**src/rtl/inv_mix_columns_add_round_key_seq.sv**
```systemverilog
// inv_mix_columns_add_round_key_seq: AddRoundKey then InvMixColumns, one column per cycle, valid/ready in and out
module inv_mix_columns_add_round_key_seq (
  input  logic         clk,
  input  logic         rst,
  input  logic         in_valid,
  output logic         in_ready,
  input  logic [127:0] in_state,
  input  logic [127:0] roundKey,
  input  logic         skip_mix,
  output logic         out_valid,
  input  logic         out_ready,
  output logic [127:0] out_state,
  output logic         busy
);
  typedef enum logic [1:0] {IDLE, MIX, DONE} state_t;
  state_t state, state_nx;
  logic [1:0] col;
  logic [127:0] st;
  logic [6:0] base;
  logic [31:0] col_out;
  logic accept;
  function automatic logic [7:0] xt(input logic [7:0] b);
    return {b[6:0], 1'b0} ^ (b[7] ? 8'h1b : 8'h00);
  endfunction
  function automatic logic [31:0] inv_col(input logic [31:0] a);
    logic [7:0] x1 [4];
    logic [7:0] x2 [4];
    logic [7:0] x4 [4];
    logic [7:0] x8 [4];
    logic [7:0] m9 [4];
    logic [7:0] mb [4];
    logic [7:0] md [4];
    logic [7:0] me [4];
    for (int i = 0; i < 4; i++) begin
      x1[i] = a[8*(3-i) +: 8];
      x2[i] = xt(x1[i]);
      x4[i] = xt(x2[i]);
      x8[i] = xt(x4[i]);
      m9[i] = x8[i] ^ x1[i];
      mb[i] = x8[i] ^ x2[i] ^ x1[i];
      md[i] = x8[i] ^ x4[i] ^ x1[i];
      me[i] = x8[i] ^ x4[i] ^ x2[i];
    end
    return {me[0] ^ mb[1] ^ md[2] ^ m9[3],
            m9[0] ^ me[1] ^ mb[2] ^ md[3],
            md[0] ^ m9[1] ^ me[2] ^ mb[3],
            mb[0] ^ md[1] ^ m9[2] ^ me[3]};
  endfunction
  // column 0 sits in the top 32 bits, so its bit offset is (3-col)*32
  assign base      = {~col, 5'b0};
  assign col_out   = inv_col(st[base +: 32]);
  assign in_ready  = state == IDLE;
  assign out_valid = state == DONE;
  assign busy      = state != IDLE;
  assign out_state = st;
  assign accept    = in_valid & in_ready;
  always_comb begin
    state_nx = state == IDLE ? (in_valid ? (skip_mix ? DONE : MIX) : IDLE) :
               state == MIX  ? (col == 2'd3 ? DONE : MIX) :
                               (out_ready ? IDLE : DONE);
  end
  always_ff @(posedge clk) begin
    if (rst) begin
      state <= IDLE;
      col   <= 2'd0;
      st    <= '0;
    end else begin
      state <= state_nx;
      if (accept) begin
        st  <= in_state ^ roundKey;
        col <= 2'd0;
      end else if (state == MIX) begin
        st[base +: 32] <= col_out;
        col            <= col + 2'd1;
      end
    end
  end
endmodule

```
**config.mk**
```make
export PLATFORM = sky130hd
export DESIGN_NAME = inv_mix_columns_add_round_key_seq
export DESIGN_NICKNAME = d
export VERILOG_FILES = /design/src/rtl/inv_mix_columns_add_round_key_seq.sv
export SDC_FILE = /design/constraint.sdc
export NUM_CORES = 1
export LEC_CHECK = 0
export CORE_ASPECT_RATIO = 0.8
export CORE_MARGIN = 5
export CORE_UTILIZATION = 35
export CTS_CLUSTER_DIAMETER = 60
export CTS_CLUSTER_SIZE = 12
export DETAILED_ROUTE_END_ITERATION = 8
export PLACE_DENSITY = 0.69
export SYNTH_ARGS = -nofsm -noshare
export SYNTH_HDL_FRONTEND = slang
export SYNTH_SLANG_ARGS = --single-unit
```
**constraint.sdc**
```tcl
create_clock -name clk -period 3.9 [get_ports clk]
set_clock_uncertainty 0.2 [all_clocks]
set_input_delay 1.17 -clock clk [delete_from_list [all_inputs] [get_ports clk]]
set_output_delay 1.17 -clock clk [all_outputs]
set_load 0.02 [all_outputs]
```
==> metrics.cfg, run 1 <==
[outcome]
outcome=completed

[logic_synthesis]
synthMuxAreaShare_pct=7.44
synth_seq_cells=132
synth_top_family_by_area=XOR/XNOR gates
synth_area_per_cell_um2=9.70
ys_types=33
async_reset_ff_share_pct=0
netlist_area_um2=9690
yosysTopAreaCellShare_pct=27.3
yosys_warnings=0
synth_top_flop_cell=dfxtp_1
synth_compound_area_share_pct=12.3
synth_fa_ha_area_share_pct=0.516
synth_xor_area_share_pct=35.1
synthSimpleGateAreaFrac_pct=12.9
seq_area_frac_synth_pct=27.3
synth_edf_count=0
synth_area_leaders=dfxtp_1 27%, xor2_1 14%, a221oi_1 11%, xnor2_1 9.8%, mux4_2 7.4%
synth_nets=1264
syn-instance-count=999
yosysTopAreaCell=dfxtp_1

[floorplan]
fp.dieH_um=159
row_count=54
fp.dieArea_um2=31100
initial_utilization_pct=35.5
fp.dieW_um=196
io-pin-count=392
core-area_um2=27300

[grt]
overflow=0
first_global_vias=10000
grt_max_degree=133
antenna_found_initial=0
grt_pass1_wl_um=63900
grt_usage_pct=26.8

[worst_setup_path]
path_class=register to output pin
start_kind=register
crit_arrival_ns=2.27
endpoint_kind=output pin
crit_chain=inv_1 -> nor2_1 -> clkdlybuf4s50_1
cp_max_fo=9
worst_path_largest_cell_delay_ns=0.69
slowest_stage=dfxtp_1
required_ns=2.53

[clock_tree]
numCtsBuffers=17
tritoncts=built
cts.path.max_buffers=2
clk_latency_ns=0.43
cts_sinks=132
clk_pin_slew_ns=0.06
cts-root-buf=clkbuf_16
htree_levels=4
cts_setup_buffers=0
postCtsHoldBufs=0
ctsResizeCount=0

[finish]
multi_input_area_um2=6680
final_area_um2=14700
regArea_um2=2650
layout.nets=1628
drive_above_1_share_pct=10.0
layout.filler_cells=2515
fin_util_pct=53.7
area_growth_pct=51.3
insertedDiodeCount=0
layout.cells.non_filler=1740

[sta]
finalHoldViolCount=0
slew_viol_final=0
fin_crit_sh_pct=93.3
slew_headroom_pct=37.3
tns_ns=0
rsz0062_at_grt=false
whs_ns=0.307
setup_viol=0
worst_pin_slew_ns=0.940
fin_crit_ns=3.64
fin_ws_ns=0.260
max_freq_mhz=275

[placement]
post-place-ws_ns=0.275
dp_cells=1708
routabilityCongestion=1.01
post-dp-hpwl_um=33400
placed_cell_area_um2=14100
io_buffers=391

[detailed_routing]
wirelength_um=43400
first_pass_iters=5
vias=9601
drc=0
post_drt_wl_per_cell_um=24.9
first_iter_violations=876
via_per_inst=5.52
ant_nets=0

[job]
maxCapViolCount=0

[power_and_ir_drop]
power_density_nw_per_um2=1170
p_leak_nw=5.57
power_mw=17.2
ir_drop_mv=0.931

[hold_path]
hold_class=register to register

## Yosys cell counts (5+ instances only)
library cell	number
xnor2_1	108
inv_1	6
a221oi_1	125
a21oi_1	6
dfxtp_1	132
buf_4	5
nor2_1	133
o21ai_0	5
nand2_1	13
xor2_1	152
xnor3_1	27
xnor2_2	11
mux4_2	32
clkbuf_1	59
buf_2	16
xor3_1	6
nor3_1	127
## layer usage
layer / global-route usage [%] / vias up / share of wire [%]
met1: 34.3 / 4645 / 40
met4: 7.61 / 0 / 2.7
met3: 6.57 / 78 / 8.4
li1: - / 4339 / -
met5: 0 / - / 0
met2: 45.1 / 539 / 49
## path summary, 6_finish.rpt
check / start / to / slack [ns] / cells after the start
max: state[1]$_SDFF_PP0_ / out_valid / 0.26 / 3
min: out_state[23]$_SDFFE_PP0P_ / out_state[23]$_SDFFE_PP0P_ / 0.31 / 2
max reg2reg: col[0]$_SDFFE_PP0P_ / out_state[115]$_SDFFE_PP0P_ / 0.28 / 8
min reg2reg: out_state[23]$_SDFFE_PP0P_ / out_state[23]$_SDFFE_PP0P_ / 0.31 / 2
## report_power, final
| group | switching [mW] | internal (mW) | total [mW] |
|---|---|---|---|
| clock network | 0.686 | 1.03 | 1.72 |
| logic | 7.74 | 5.90 | 13.6 |
| registers | 0.220 | 1.59 | 1.81 |
## cells in the final DEF, fill, tap and decap left out, types with 5 or more instances in the layout
master | synthesis | routed
xor2_1 | 152 | 152
xnor3_1 | 27 | 27
buf_4 | 5 | 38
inv_1 | 6 | 6
mux4_2 | 32 | 32
o21ai_0 | 5 | 5
xor3_1 | 6 | 6
clkdlybuf4s50_1 | 0 | 390
dfxtp_1 | 132 | 130
nor2_1 | 133 | 133
a221oi_1 | 125 | 125
nor3_1 | 127 | 126
clkbuf_16 | 0 | 17
xnor2_1 | 108 | 108
nand2_1 | 13 | 11
xnor2_2 | 11 | 11
## critical path, delay by kind of cell, from the launching register on
family	cells	cell delay [ns]
buffers and inverters	2	0.95
DFF	1	0.69
and+or+nand+nor	1	0.20
## area by class of cell
type | instances | share of cell area (%)
Timing Repair Buffer | 431 | 29.0
Tap cell | 364 | 3.10
Sequential cell | 132 | 18.0
Clock buffer | 18 | 2.99
Multi-Input combinational cell | 775 | 45.5
Inverter | 6 | 0.154
Clock inverter | 14 | 1.21
## flip-flops by register name, summed over array words and instances (netlist names)
name and flops:
state 2, col 2, out_state 128
## cell families (layout without fill, tap and decap cells)
| logic type | Yosys count | count (layout) |
|---|---|---|
| flip-flops | 132 | 132 |
| adder cells (fa/ha/maj) | 4 | 4 |
| multiplexers | 32 | 32 |
| buffers and inverters | 92 | 469 |
| AO/OA/AOI/OAI | 142 | 142 |
| XOR/XNOR | 313 | 313 |
| AND/OR/NAND/NOR | 284 | 284 |
Note: power is estimated with default switching activity, not from simulation.
==> inputs of run 2 (changes only) <==
- CORE_UTILIZATION: 35 -> 45
- PLACE_DENSITY: 0.69 -> 0.85
==> run 2 against run 1 <==
Setup slack worse by 0.019 ns. Non-clock buffer count up 1. Critical path depth grew 5. Wire length shrank 2.9%. Final cell count shrank 5.1%. Combinational power barely moved. Sequential power about the same. Via count is 5.4% higher. Hold slack improved by 0.00096 ns. Flip-flop and latch count is the same. Sequential share of layout area grew 0.13 points. Total power fell by 0.41%.
==> metrics.cfg, run 2 (synthesized netlist as in run 1, its figures left out) <==
[clock_tree]
htree_levels=4  ; unchanged
cts-root-buf=clkbuf_16
ctsResizeCount=0  ; unchanged
cts.path.max_buffers=2  ; unchanged
clk_pin_slew_ns=0.06  ; about the same
numCtsBuffers=17  ; unchanged
cts_sinks=132  ; unchanged
postCtsHoldBufs=0  ; unchanged
cts_setup_buffers=0  ; unchanged
tritoncts=built
clk_latency_ns=0.43  ; about the same

[power_and_ir_drop]
ir_drop_mv=0.963  ; +3.4%
p_leak_nw=5.58  ; +0.13%
power_mw=17.1  ; -0.41%
power_density_nw_per_um2=1170  ; +0.33%

[sta]
tns_ns=0  ; unchanged
rsz0062_at_grt=false
setup_viol=0  ; unchanged
worst_pin_slew_ns=0.740  ; -0.200 ns
slew_viol_final=0  ; unchanged
fin_crit_ns=3.66  ; +0.0190 ns
slew_headroom_pct=50.3  ; +13 points
max_freq_mhz=273  ; -0.52%
finalHoldViolCount=0  ; unchanged
fin_crit_sh_pct=93.8  ; +0.49 points

[detailed_routing]
ant_nets=0  ; unchanged
route.met3.wl_um=5050  ; +39%
wl_met2_um=19600  ; -7.2%
drc=0  ; unchanged
first_pass_iters=6  ; +1
first_iter_violations=1268  ; +45%
via_per_inst=6.13  ; +11%
vias=10100  ; +5.4%
post_drt_wl_per_cell_um=25.5  ; +2.2%
wirelength_um=42100  ; -2.9%
top_layer=met4
wl_met1_um=16100  ; -7.7%

[finish]
largest_reg_flops=128  ; unchanged
layout.filler_cells=1691  ; -33%
final_cell_mix=390 x clkdlybuf4s50_1, 152 x xor2_1, 133 x nor2_1
layout.nets=1629  ; +0.061%
insertedDiodeCount=0  ; unchanged
area_growth_pct=50.2
final_common_cell=clkdlybuf4s50_1
drive_above_1_share_pct=9.80  ; -0.23 points

[placement]
routabilityCongestion=1.00  ; -0.99%
io_buffers=391  ; unchanged
post-dp-hpwl_um=32500  ; -2.7%

[worst_setup_path]
required_ns=4.05  ; +1.52 ns
start_kind=register
crit_arrival_ns=3.81  ; +1.54 ns
endpoint_kind=register
cp_max_fo=16  ; +7
path_class=register to register

[floorplan]
fp.dieArea_um2=24600  ; -21%
fp.dieH_um=141  ; -11%
initial_utilization_pct=45.3  ; +9.8 points
row_count=48  ; -11%
fp.dieW_um=174  ; -11%
core-area_um2=21400  ; -22%
io-pin-count=392  ; unchanged

[hold_path]
hold_class=register to register

[job]
maxCapViolCount=0  ; unchanged

[grt]
overflow=0  ; unchanged
first_global_vias=10200  ; +1.6%
grt_pass1_wl_um=62600  ; -2.1%
antenna_found_initial=0  ; unchanged
grt_usage_pct=33.0  ; +6.2 points
grt_max_degree=125  ; -6.0%

[outcome]
outcome=completed

## run 2: worst max-delay path: stages, from the launching register on
cell and delay [ns]:
dfxtp_2 0.38, buf_12 0.19, mux4_2 0.66, xnor3_1 0.45, xnor2_1 0.42, xnor2_1 0.21
xnor2_1 0.60, a221oi_1 0.25, nor3_1 0.20
## run 2: metrics by stage
stage	area (um^2)	util [%]	hold slack, ns	instances	setup slack [ns]
floorplan	9690	-	0.370	999	0.558
global route	14600	68.1	0.327	1652	0.181
finish	14600	68.1	0.308	1652	0.241
detailed placement	14000	65.3	0.292	1620	0.323
global placement	14000	65.3	0.288	1620	0.308
CTS	14600	68.1	0.307	1652	0.277
## run 2: cell type report
cell class	count	area [um^2]	share of cell area (%)
Clock buffer	21	480	3.30
Clock inverter	11	126	0.868
Inverter	6	22.5	0.155
Multi-Input combinational cell	775	6670	45.8
Sequential cell	132	2650	18.2
Tap cell	275	344	2.36
Timing Repair Buffer	432	4270	29.3
## run 2: path summary, 6_finish.rpt
path	from	end	slack (ns)	depth (start not counted)
setup / recovery	col[0]$_SDFFE_PP0P_	out_state[54]$_SDFFE_PP0P_	0.24	8
hold reg to reg	out_state[52]$_SDFFE_PP0P_	out_state[52]$_SDFFE_PP0P_	0.31	2
setup reg to reg	col[0]$_SDFFE_PP0P_	out_state[54]$_SDFFE_PP0P_	0.24	8
hold / removal	out_state[52]$_SDFFE_PP0P_	out_state[52]$_SDFFE_PP0P_	0.31	2
## run 2: per-layer routing
metal	vias to the layer above	GRT usage [%]
li1	4351	-
met5	-	0
met3	110	9.56
met2	796	52.2
met1	4863	44.0
met4	0	10.8
## run 2: power breakdown
group | leakage (nW) | internal, mW | total [mW] | switching [mW]
Sequential | 1.09 | 1.59 | 1.82 | 0.226
Clock | 0.287 | 1.01 | 1.66 | 0.654
Combinational | 4.20 | 5.95 | 13.6 | 7.68
